===== src/rtl/store_buffer_pkg.sv =====
// Shared store-path definitions: LS_SEL codes, RAM size encodings and the FIFO entry layout.
// Mirrors the id_def.v encodings so the store buffer can be compiled standalone.
package store_buffer_pkg;

    localparam logic [3:0] LS_SEL_LB  = 4'd0;
    localparam logic [3:0] LS_SEL_LBU = 4'd1;
    localparam logic [3:0] LS_SEL_LH  = 4'd2;
    localparam logic [3:0] LS_SEL_LHU = 4'd3;
    localparam logic [3:0] LS_SEL_LW  = 4'd4;
    localparam logic [3:0] LS_SEL_LWL = 4'd5;
    localparam logic [3:0] LS_SEL_LWR = 4'd6;
    localparam logic [3:0] LS_SEL_SB  = 4'd8;
    localparam logic [3:0] LS_SEL_SH  = 4'd9;
    localparam logic [3:0] LS_SEL_SW  = 4'd10;
    localparam logic [3:0] LS_SEL_SWL = 4'd11;
    localparam logic [3:0] LS_SEL_SWR = 4'd12;

    localparam logic [1:0] SIZE_BYTE = 2'd0;
    localparam logic [1:0] SIZE_HALF = 2'd1;
    localparam logic [1:0] SIZE_WORD = 2'd2;

    typedef struct packed {
        logic [31:0] addr;
        logic [1:0]  size;
        logic [3:0]  wstrb;
        logic [31:0] wdata;
    } sb_entry_t;

    function automatic logic is_store_sel(input logic [3:0] sel);
        case (sel)
            LS_SEL_SB, LS_SEL_SH, LS_SEL_SW, LS_SEL_SWL, LS_SEL_SWR: return 1'b1;
            default: return 1'b0;
        endcase
    endfunction

endpackage


===== src/rtl/store_buffer_store_align.sv =====
// Store formatter: turns a store code, byte address and rt value into
// RAM size, byte strobes, lane-aligned write data and issue address.
module store_align
    import store_buffer_pkg::*;
(
    input  logic [3:0]  st_sel,
    input  logic [31:0] st_addr,
    input  logic [31:0] st_data,
    output logic [1:0]  size,
    output logic [3:0]  wstrb,
    output logic [31:0] wdata,
    output logic [31:0] addr
);

    logic [1:0] a_s;
    assign a_s = st_addr[1:0];

    // Formatting table for SB/SH/SW/SWL/SWR; unaligned word stores issue on the word address.
    always_comb begin
        size  = SIZE_BYTE;
        wstrb = 4'b0000;
        wdata = 32'h0000_0000;
        addr  = st_addr;
        case (st_sel)
            LS_SEL_SB: begin
                size  = SIZE_BYTE;
                wstrb = 4'b0001 << a_s;
                wdata = {4{st_data[7:0]}};
            end
            LS_SEL_SH: begin
                size  = SIZE_HALF;
                wstrb = a_s[1] ? 4'b1100 : 4'b0011;
                wdata = {2{st_data[15:0]}};
            end
            LS_SEL_SW: begin
                size  = SIZE_WORD;
                wstrb = 4'b1111;
                wdata = st_data;
            end
            LS_SEL_SWL: begin
                size = SIZE_WORD;
                addr = {st_addr[31:2], 2'b00};
                case (a_s)
                    2'd0:    begin wstrb = 4'b0001; wdata = {24'h000000, st_data[31:24]}; end
                    2'd1:    begin wstrb = 4'b0011; wdata = {16'h0000, st_data[31:16]}; end
                    2'd2:    begin wstrb = 4'b0111; wdata = {8'h00, st_data[31:8]}; end
                    default: begin wstrb = 4'b1111; wdata = st_data; end
                endcase
            end
            LS_SEL_SWR: begin
                size = SIZE_WORD;
                addr = {st_addr[31:2], 2'b00};
                case (a_s)
                    2'd0:    begin wstrb = 4'b1111; wdata = st_data; end
                    2'd1:    begin wstrb = 4'b1110; wdata = {st_data[23:0], 8'h00}; end
                    2'd2:    begin wstrb = 4'b1100; wdata = {st_data[15:0], 16'h0000}; end
                    default: begin wstrb = 4'b1000; wdata = {st_data[7:0], 24'h000000}; end
                endcase
            end
            default: begin
                size  = SIZE_BYTE;
                wstrb = 4'b0000;
                wdata = 32'h0000_0000;
                addr  = st_addr;
            end
        endcase
    end

endmodule


===== src/rtl/store_buffer.sv =====
// Committed-store FIFO with a single-outstanding RAM drain FSM and
// load-after-store word hazard detection.
module store_buffer
    import store_buffer_pkg::*;
#(
    parameter int DEPTH = 4,
    parameter int PTR_W = 2
) (
    input  logic        clk,
    input  logic        resetn,
    input  logic        st_valid,
    input  logic [3:0]  st_sel,
    input  logic [31:0] st_addr,
    input  logic [31:0] st_data,
    output logic        st_ready,
    input  logic        ld_check,
    input  logic [31:0] ld_addr,
    output logic        ld_hit,
    output logic        sb_empty,
    output logic        data_req,
    output logic        data_wr,
    output logic [1:0]  data_size,
    output logic [31:0] data_addr,
    output logic [3:0]  data_wstrb,
    output logic [31:0] data_wdata,
    input  logic        data_addr_ok,
    input  logic        data_data_ok
);

    typedef enum logic [1:0] {
        DRAIN_IDLE = 2'd0,
        DRAIN_REQ  = 2'd1,
        DRAIN_WAIT = 2'd2
    } drain_state_t;

    localparam logic [PTR_W:0] FULL_COUNT = (PTR_W + 1)'(DEPTH);

    sb_entry_t          entries_r [DEPTH];
    logic [PTR_W-1:0]   head_r;
    logic [PTR_W-1:0]   tail_r;
    logic [PTR_W:0]     count_r;
    drain_state_t       state_r;
    drain_state_t       state_s;

    logic [1:0]         fmt_size_s;
    logic [3:0]         fmt_wstrb_s;
    logic [31:0]        fmt_wdata_s;
    logic [31:0]        fmt_addr_s;
    sb_entry_t          fmt_s;
    logic               push_s;
    logic               pop_s;
    logic               hit_s;
    logic               unused_ld_low_s;

    store_align u_align (
        .st_sel  (st_sel),
        .st_addr (st_addr),
        .st_data (st_data),
        .size    (fmt_size_s),
        .wstrb   (fmt_wstrb_s),
        .wdata   (fmt_wdata_s),
        .addr    (fmt_addr_s)
    );

    assign fmt_s           = '{addr: fmt_addr_s, size: fmt_size_s, wstrb: fmt_wstrb_s, wdata: fmt_wdata_s};
    assign st_ready        = (count_r != FULL_COUNT);
    assign push_s          = st_valid && st_ready && is_store_sel(st_sel);
    assign pop_s           = (state_r == DRAIN_WAIT) && data_data_ok;
    assign unused_ld_low_s = ^ld_addr[1:0];

    // FIFO storage, pointers and occupancy; a same-cycle pop only frees the slot next cycle.
    always_ff @(posedge clk or negedge resetn) begin
        if (!resetn) begin
            for (int i = 0; i < DEPTH; i++) begin
                entries_r[i] <= '0;
            end
            head_r  <= '0;
            tail_r  <= '0;
            count_r <= '0;
        end else begin
            if (push_s) begin
                entries_r[tail_r] <= fmt_s;
                tail_r            <= tail_r + PTR_W'(1);
            end
            if (pop_s) begin
                head_r <= head_r + PTR_W'(1);
            end
            case ({push_s, pop_s})
                2'b10:   count_r <= count_r + (PTR_W + 1)'(1);
                2'b01:   count_r <= count_r - (PTR_W + 1)'(1);
                default: count_r <= count_r;
            endcase
        end
    end

    // Drain state register.
    always_ff @(posedge clk or negedge resetn) begin
        if (!resetn) begin
            state_r <= DRAIN_IDLE;
        end else begin
            state_r <= state_s;
        end
    end

    // Drain next-state; a push into an empty buffer requests on the very next cycle.
    always_comb begin
        state_s = state_r;
        case (state_r)
            DRAIN_IDLE: begin
                if ((count_r != '0) || push_s) state_s = DRAIN_REQ;
                else                           state_s = DRAIN_IDLE;
            end
            DRAIN_REQ: begin
                if (data_addr_ok) state_s = DRAIN_WAIT;
                else              state_s = DRAIN_REQ;
            end
            DRAIN_WAIT: begin
                if (data_data_ok) begin
                    if (count_r > (PTR_W + 1)'(1)) state_s = DRAIN_REQ;
                    else                           state_s = DRAIN_IDLE;
                end else begin
                    state_s = DRAIN_WAIT;
                end
            end
            default: state_s = DRAIN_IDLE;
        endcase
    end

    // Word-address match against every occupied slot, in-flight head included.
    always_comb begin
        hit_s = 1'b0;
        for (int i = 0; i < DEPTH; i++) begin
            if (({1'b0, PTR_W'(PTR_W'(i) - head_r)} < count_r) &&
                (entries_r[i].addr[31:2] == ld_addr[31:2])) begin
                hit_s = 1'b1;
            end else begin
                hit_s = hit_s;
            end
        end
    end

    assign ld_hit     = ld_check && hit_s;
    assign sb_empty   = (count_r == '0) && (state_r == DRAIN_IDLE);
    assign data_req   = (state_r == DRAIN_REQ);
    assign data_wr    = data_req;
    assign data_size  = entries_r[head_r].size;
    assign data_addr  = entries_r[head_r].addr;
    assign data_wstrb = entries_r[head_r].wstrb;
    assign data_wdata = entries_r[head_r].wdata;

endmodule

===== config.mk =====
export PLATFORM = sky130hd
export DESIGN_NAME = store_buffer
export DESIGN_NICKNAME = d
export VERILOG_FILES = /design/src/rtl/store_buffer_pkg.sv /design/src/rtl/store_buffer_store_align.sv /design/src/rtl/store_buffer.sv
export SDC_FILE = /design/constraint.sdc
export NUM_CORES = 1
export LEC_CHECK = 0
export CORE_UTILIZATION = 35
export CTS_CLUSTER_DIAMETER = 80
export DETAILED_ROUTE_END_ITERATION = 6
export GPL_ROUTABILITY_DRIVEN = 0
export PLACE_DENSITY_LB_ADDON = 0.12
export REMOVE_ABC_BUFFERS = 1
export SYNTH_ARGS = -nofsm -noshare
export SYNTH_HDL_FRONTEND = slang
export SYNTH_SLANG_ARGS = --single-unit

===== constraint.sdc =====
create_clock -name clk -period 2.7 [get_ports clk]
set_input_delay 0.27 -clock clk [delete_from_list [all_inputs] [get_ports clk]]
set_output_delay 0.27 -clock clk [all_outputs]
set_load 0.03 [all_outputs]

== Yosys cells after proc, flatten, opt, wreduce, memory -nomap -nowiden ==
Cells that the tools add are included.

* Shifts and indexed selects: 1
* $mul: 0
* Bitwise gates (word level): 2
* Equal/unequal tests: 16
* $lt $le $gt $ge: 8
* Div/mod/pow operators: 0
* Add/sub/neg operators: 8
* Reductions and logical operators: 19
* Multiplexer cells: 26

{| class="wikitable"
|+ Operators with widths
! operator !! number
|-
| 280-bit bitwise mux || 1
|-
| 70-bit two-way mux || 3
|-
| 32-bit one-hot mux with 3 select lines || 2
|-
| 32-bit one-hot mux with 5 select lines || 1
|-
| 70-bit binary-select mux with 2-bit select || 1
|-
| 70-bit demux with 2-bit select || 1
|-
| 30-bit == test || 4
|-
| 4-bit == test (second input constant) || 5
|-
| 4-bit one-hot mux with 5 select lines || 1
|-
| 2-bit by 3-bit less-than comparator with 1-bit output || 4
|-
| 4-bit one-hot mux with 3 select lines || 1
|-
| 1-bit logical AND || 10
|-
| 3-bit one-hot mux with 3 select lines || 1
|-
| 1-bit two-way mux || 7
|-
| 2-bit by 1-bit == test with 1-bit output (second input constant) || 3
|-
| 2-bit == test (second input constant) || 3
|-
| 3-bit greater-or-equal comparator (second input constant) || 2
|-
| 2-bit two-way mux || 3
|-
| 2-bit NOT with 3-bit output || 2
|-
| 2-bit one-hot mux with 3 select lines || 1
|-
| 3-bit one-hot mux with 2 select lines || 1
|-
| 5-bit OR reduction || 1
|-
| 2-bit by 1-bit adder with 2-bit output (second input constant) || 2
|-
| 2-bit zero test || 2
|-
| 16 further kinds || 18
|}

* Output and inout port bits: 75
* Memory bits (read-only): 0
* Memories: 0
* Register bits: 289
* Word-level logic and storage cells: 100
* Memory bits (writable): 0
* Bits in latches: 0

== Logic depth before layout (Yosys ltp) ==
* Depth after elaboration: 8
* Mapped depth: 10
* Gate-level depth less buffers: 9

== By module ==
From an unflattened synthesis, not the netlist that was laid out.

* Cells, all modules: 1167
* Area, all modules: 16927.5 µm²

{| class="wikitable"
|+ Modules (own cells, without submodules)
! module !! area each (µm²) !! instances !! sequential area each (µm²) !! cells an instance
|-
| store_buffer || 15187.1 || 1 || 7231.9 || 913
|-
| store_align || 1740.4 || 1 || 0.0 || 254
|}

== Worst setup path before layout ==
Ideal clock, no wire load.

* Path kind: register to output
* Start: reg head_r[1]
* End: out ld_hit
* Data required time: 2.430 ns
* Stages on the path, launching flop included: 8
* Arrival time: 2.229 ns
* Slack: 0.201 ns
* Buffers on the path: 2
* Path through: dfrtp_1 clkbuf_1 clkbuf_1 xor2_1 inv_1 ha_1 a2111oi_0 or4_1

* Longest elaborated chain between the ends: 8
* Elaborated cells on any way between the ends: 17
* Those cells by class: add/sub (4); order compare (4); mux (4); reduce/logical (5)

{| class="wikitable"
|+ RTL lines
! what !! line !! text
|-
| start, declared || store_buffer.sv:39 || <nowiki>logic [PTR_W-1:0] head_r;</nowiki>
|-
| start signal, assigned || store_buffer.sv:86 || <nowiki>head_r <= head_r + PTR_W'(1);</nowiki>
|-
| 1-bit by 2-bit subtractor with 2-bit output || store_buffer.sv:133 || <nowiki>if (({1'b0, PTR_W'(PTR_W'(i) - head_r)} < count_r) &&</nowiki>
|-
| 2-bit by 3-bit less-than comparator with 1-bit output || store_buffer.sv:133 ||
|-
| 1-bit logical AND || store_buffer.sv:133 ||
|-
| 1-bit two-way mux (3 in series) || store_buffer.sv:133 ||
|-
| 1-bit two-way mux (*) || store_buffer.sv:133 ||
|-
| 1-bit logical AND (*) || store_buffer.sv:142 || <nowiki>assign ld_hit = ld_check && hit_s;</nowiki>
|-
| end, declared || store_buffer.sv:18 || <nowiki>output logic ld_hit,</nowiki>
|}

Mark *: on every way between the ends. The rest lies on a longest branch, timed or not.

== Worst setup path after layout ==
* Start: reg head_r[0]
* End: out ld_hit

The elaborated chain is that of the path after synthesis.

==> impl_metrics.yaml <==
status:
  status: "complete, but fails checks"
  violations: "negative setup slack"
die:
  io_pins: 181
  core_um2: 42100
  die_h_um: 209
  die_x_um: 209
  num_rows: 75
  die-area_um2: 43700
  start_util: 0.356
clock_tree:
  htree_levels: 2
  cts_made_buffers: 36
  cts_tree: "built"
  cts.sinks: 289
  clk_latency_ns: 0.54
  root_buffer: "clkbuf_16"
  clkTransAtPathRegs_ns: 0.05
  cts_buffer_depth: 3
timing:
  rsz0062_at_grt: "true"
  hold_ws_ns: 0.248
  finalWorstSetupSlack_ns: -0.169
  maxSlewViolCount: 0
  finalClockSkew_ns: 0.0101
  final-setup-viol-count: 1
  hold_viol: 0
  max_slew_margin: 0.164
  layout_min_cycle_time_ns: 2.87
  tightest_slew_ns: 1.24
  finalCritPeriodShare: 1.06
  clock.fmax_mhz: 349
setup_path:
  path_cells: "xor2_1 > ha_1 > a21oi_1 > nand4_1 > a2111oi_1 > or4_4 > buf_4"
  crit_path_start_kind: "flip-flop"
  worstPathRequired_ns: 2.43
  slowest_delay_ns: 0.54
  r2r_start: "count_r[1]"
  crit_start: "head_r[0]"
  end_kind: "output port"
  crit_buf_inv: 1
  cp_top_family: "compound AO/OA/AOI/OAI gates"
  cp.arrival_ns: 2.60
  criticalPathCategory: "reg -> out"
  slowest_stage: "dfrtp_4"
  crit_fanout: 5
pwr:
  vdd_drop_max_v: 0.000651
  leakagePower_nw: 8.76
  switchingPower_w: 0.00840
  combPwrFrac: 0.443
  seq_power_share: 0.344
  power_density_nw_per_um2: 1160
  internal-power_w: 0.0139
  netSwitchingFraction: 0.376
  clkPwrFrac: 0.212
route:
  wl_per_cell_um: 21.7
  detail-route-antenna-nets: 0
  wl_um: 43100
  vias_per_cell: 5.21
  drt_iter0_drc: 494
  firstDrtPassIters: 6
  dr_total_vias: 10400
  drc_errors: 0
synth:
  synth_ff_type: "dfrtp_1"
  syn_avg_cell_area_um2: 12.7
  ys_ff_latch: 289
  synth.cell_area_um2: 15000
  async_flop_share: 1.00
  synthDistinctLibCells: 50
  yosysSeqAreaShare: 0.482
  synth_edf_count: 0
  syn_inst: 1181
  yosysWarnings: 0
hold_path:
  hold_path.class: "in -> async"
grt:
  antenna_found_initial: 1
  grt_pass1_wl_um: 67400
  gr-total-overflow: 0
  grt_start_max_net_pins: 74
  grt_pass1_vias: 11000
  grt_util_all_layers: 0.203
layout:
  area.growth.synth_to_final_pct: 28.4
  drive_gt1_frac: 0.326
  nets: 1542
  fin_area_um2: 19300
  antenna_cells: 0
job:
  max-cap-violations: 0
place:
  hpwl_um: 29800
  io_buffers: 178
  place_area_um2: 18000
-- cells in the mapped netlist (12+ instances only) --
cell type / n / area [um2]
nor2b_1: 14 / 87.6
xor2_1: 113 / 990
clkbuf_1: 27 / 101
buf_2: 33 / 165
mux4_2: 77 / 1730
a21oi_1: 13 / 65.1
dfrtp_1: 289 / 7230
a22o_1: 15 / 131
ha_1: 12 / 150
a22oi_1: 16 / 120
mux2_2: 189 / 2130
nor4_1: 24 / 150
nand2_1: 106 / 398
inv_1: 21 / 78.8
o21ai_0: 105 / 526
xnor2_1: 14 / 123
-- worst register-to-register path: cells and delay by family, from the launching register on --
family,cells,cell delay [ns]
adder cells (fa/ha/maj),1,0.24
buffers and inverters,3,0.64
flip-flops,1,0.41
multiplexers,1,0.38
AND/OR/NAND/NOR,3,0.53
-- flip-flops by register name (all words and copies together), names as in the netlist --
| name | count |
|---|---|
| head_r | 2 |
| count_r | 3 |
| tail_r | 2 |
| state_r | 2 |
| entries_r | 280 |
-- layout make-up --
class	count	area, um2
Clock inverter	7	68.8
Multi-Input combinational cell	795	7400
Timing Repair Buffer	281	2710
Fill cell	3928	22900
Tap cell	539	674
Inverter	21	78.8
Sequential cell	289	7240
Clock buffer	57	1090
-- power groups by stage --
stage	Clock [W]	Combinational, W	Sequential (W)
5_1_grt	0.00506	0.0107	0.00798
2_1_floorplan	0	0.00627	0.00769
3_3_place_gp	0	0.0101	0.00774
4_1_cts	0.00489	0.00994	0.00774
3_5_place_dp	0	0.0102	0.00779
6_report	0.00474	0.00990	0.00769
-- through the flow --
step	utilization	power (W)	setup WS, ns	instances	setup TNS (ns)
6_report	0.457	0.0223	-0.169	1989	-0.169
5_1_grt	0.457	0.0237	-0.195	1989	-0.195
4_1_cts	0.455	0.0226	-0.148	1984	-1.05
3_5_place_dp	0.427	0.0180	-0.0622	1919	-0.314
3_3_place_gp	0.427	0.0179	-0.0991	1919	-0.717
2_1_floorplan	-	0.0140	-1.73	1105	-285.41
-- final timing paths --
path	endpoint	slack [ns]	depth (start not counted)
worst max-delay path	ld_hit	-0.17	7
worst min-delay path	state_r[1]	0.25	2
worst max register to register	entries_r[250]	0.37	8
worst min register to register	entries_r[100]	0.47	2
max in group asynchronous	entries_r[92]	1.60	3
min in group clk	state_r[1]	0.36	2
-- metal layers --
metal	GRT usage	vias to the layer above	part of all wire
met4	0.0690	2	0.027
met5	0	-	0.00030
met1	0.273	5218	0.45
met3	0.0370	58	0.049
met2	0.330	271	0.47
li1	-	4821	-
-- cell usage in the layout (no fill, tap or decap), types with 10 or more instances in the layout --
cell and n:
a21oi_1 13, a22o_1 15, a22oi_1 16, buf_12 16, buf_4 108, clkbuf_1 11
clkbuf_16 37, clkdlybuf4s50_1 105, dfrtp_1 287, dlygate4sd2_1 36, dlymetal6s2s_1 10, ha_1 12
inv_1 21, mux2_2 189, mux4_2 77, nand2_1 102, nor2b_1 14, nor4_1 19
o21ai_0 105, xnor2_1 14, xor2_1 113
-- logic make-up after synthesis --
kind of cell	after synthesis	share of synthesized area
DFF	289	0.482
buffers and inverters	97	0.0305
muxes	268	0.259
xor gates and xnor gates	127	0.0741
adders and majority gates	12	0.0100
and+or+nand+nor	194	0.0618
AOI/OAI and AO/OA	194	0.0830
-- repair_timing --
item	CTS	global route
setup endpoints to repair	60	11
gates cloned	0	0
buffers inserted	0	5
pin swaps	2	1
resized for setup	43	19
hold buffers	1	0
endpoints found under the hold margin	49	0
No activity file was read; power rests on OpenSTA's default activity.
==> RTL edit (same flow settings) <==
`DEPTH`: 4 -> 8.
--- a/src/rtl/store_buffer.sv
+++ b/src/rtl/store_buffer.sv
@@ -3,7 +3,7 @@
 module store_buffer
     import store_buffer_pkg::*;
 #(
-    parameter int DEPTH = 4,
+    parameter int DEPTH = 8,
     parameter int PTR_W = 2
 ) (
     input  logic        clk,
Formal check against the unedited RTL: not equivalent (Yosys sat finds a counterexample within 4 cycles, from zero or initial values and one cycle with resetn low).
==> RTL edit against the original RTL <==
The flow still finishes with violations (setup timing); routed wire length increased by 6.8%; synthesized area grew 2.7%; final area grew 1.5%; global-route usage grew 1.0 points; clock power shrank 1%; sequential cell count is the same; total power shrank 0.32%; critical path depth is 2 higher; synthesized cell count increased by 10%; via count grew 5.5%; core utilization shrank 0.51 points; sequential share of layout area shrank 0.57 points; setup slack got worse by 0.049 ns; critical path type unchanged.
==> RTL edit: results (changes against the original RTL) <==
outcome:
  status: "finished, violations left"  # unchanged
  failed_checks: "setup timing"  # unchanged
grt:
  grt.total_usage_pct: 21.4  # was 20.3%
  met1_usage_pct: 29.3  # was 27.3%
  antenna_found_initial: 2  # was 1
  grt_start_max_net_pins: 71  # was 74
  grt_pass1_vias: 11507  # was 11.0k
yosys:
  synthCells: 1304  # was 1,181
  synth.cells.most_frequent: "dfrtp_1 (289), nand2_1 (196), o21ai_0 (169), xor2_1 (78), mux4_2 (77)"  # was dfrtp_1 (289), mux2_2 (189), xor2_1 (113), nand2_1 (106), o21ai_0 (105)
pwr:
  sequential_power_share_pct: 34.9  # was 34.4%
  switch_pwr_w: 0.00858  # was 0.00840 W
  combinationalPowerShare_pct: 44.0  # was 44.3%
  p_clk_w: 0.00469  # was 0.00474 W
route:
  detail_route.first_pass.iterations: 7  # was 6
  drt-met1-wl_mm: 20.9  # was 19.4 mm
  highest_metal_layer_used_by_the_detailed_router: "met4"  # was met5
  met3_wirelength_mm: 2.46  # was 2.12 mm
worst_setup_path:
  regToRegStartpoint: "count_r[0]"  # was count_r[1]
  rrSetupSlack_ns: 0.40  # was 0.37 ns
  critical_path.reg2reg.endpoint: "entries_r[404]"  # was entries_r[250]
timing:
  post-route-worst-setup-slack_ns: -0.219  # was -0.169 ns
  finalClockSkew_ns: 0.0290  # was 0.0101 ns
  finalSetupViolations: 1  # unchanged
  fin_setup_tns_ns: -0.219  # was -0.169 ns
placed_design:
  detailedPlacementHpwl_mm: 32.5  # was 29.8 mm
  placed_instance_area_um2: 18400  # was 18,000 um^2
cells_and_area:
  finalNetCount: 1635  # was 1,542
[RTL edit: cell types whose count changed after synthesis, moves of 35 or more]
cell	unedited run	this run
xnor2_1	14	49
mux2_2	189	30
mux2_1	0	40
mux2_4	0	60
o21ai_0	105	169
nand2_1	106	196
xor2_1	113	78
[RTL edit: worst reg2reg max path: cells and delay by family, from the launching register on]
kind            cells  cell delay (ns)
flops               1             0.48
compound gates      1             0.28
fa+ha+maj           1             0.21
buf+inv             3             0.55
simple gates        2             0.36
mux                 1             0.30
[RTL edit: how the worst min path moves through the flow]
stage                           to  slack (ns)  depth (start not counted)   start
detailed placement  entries_r[477]        0.28                          1  resetn
global route        entries_r[407]        0.32                          2  resetn
floorplan               count_r[0]       -0.03                          0  resetn
finish              entries_r[477]        0.27                          2  resetn
global placement    entries_r[477]        0.29                          1  resetn
CTS                 entries_r[477]        0.29                          2  resetn
[RTL edit: repair_timing]
| item | 4_1_cts | 5_1_grt |
|---|---|---|
| endpoints found under the hold margin | 64 | 0 |
| gates resized for setup | 38 | 7 |
| hold buffers | 1 | 0 |
| endpoints found under the setup margin | 41 | 6 |
| cloned | 0 | 0 |
| pin swaps | 1 | 1 |
| buffers inserted | 0 | 0 |
[RTL edit: cells by family after synthesis]
kind of cell	count (synthesis)	synth area share, %
flops	289	46.9
buf+inv	128	4.17
xor+xnor	127	7.22
fa+ha+maj	13	1.06
simple gates	298	8.71
mux	209	22.3
compound gates	240	9.59
[RTL edit: cell type report]
class / instances / area [um^2]
clock buffer: 47 / 972
sequential: 289 / 7240
timing repair buffer: 292 / 2830
fill: 4052 / 23700
inverter: 10 / 37.5
antenna: 3 / 7.51
tap: 585 / 732
multi-input combinational: 887 / 7590
clock inverter: 16 / 158
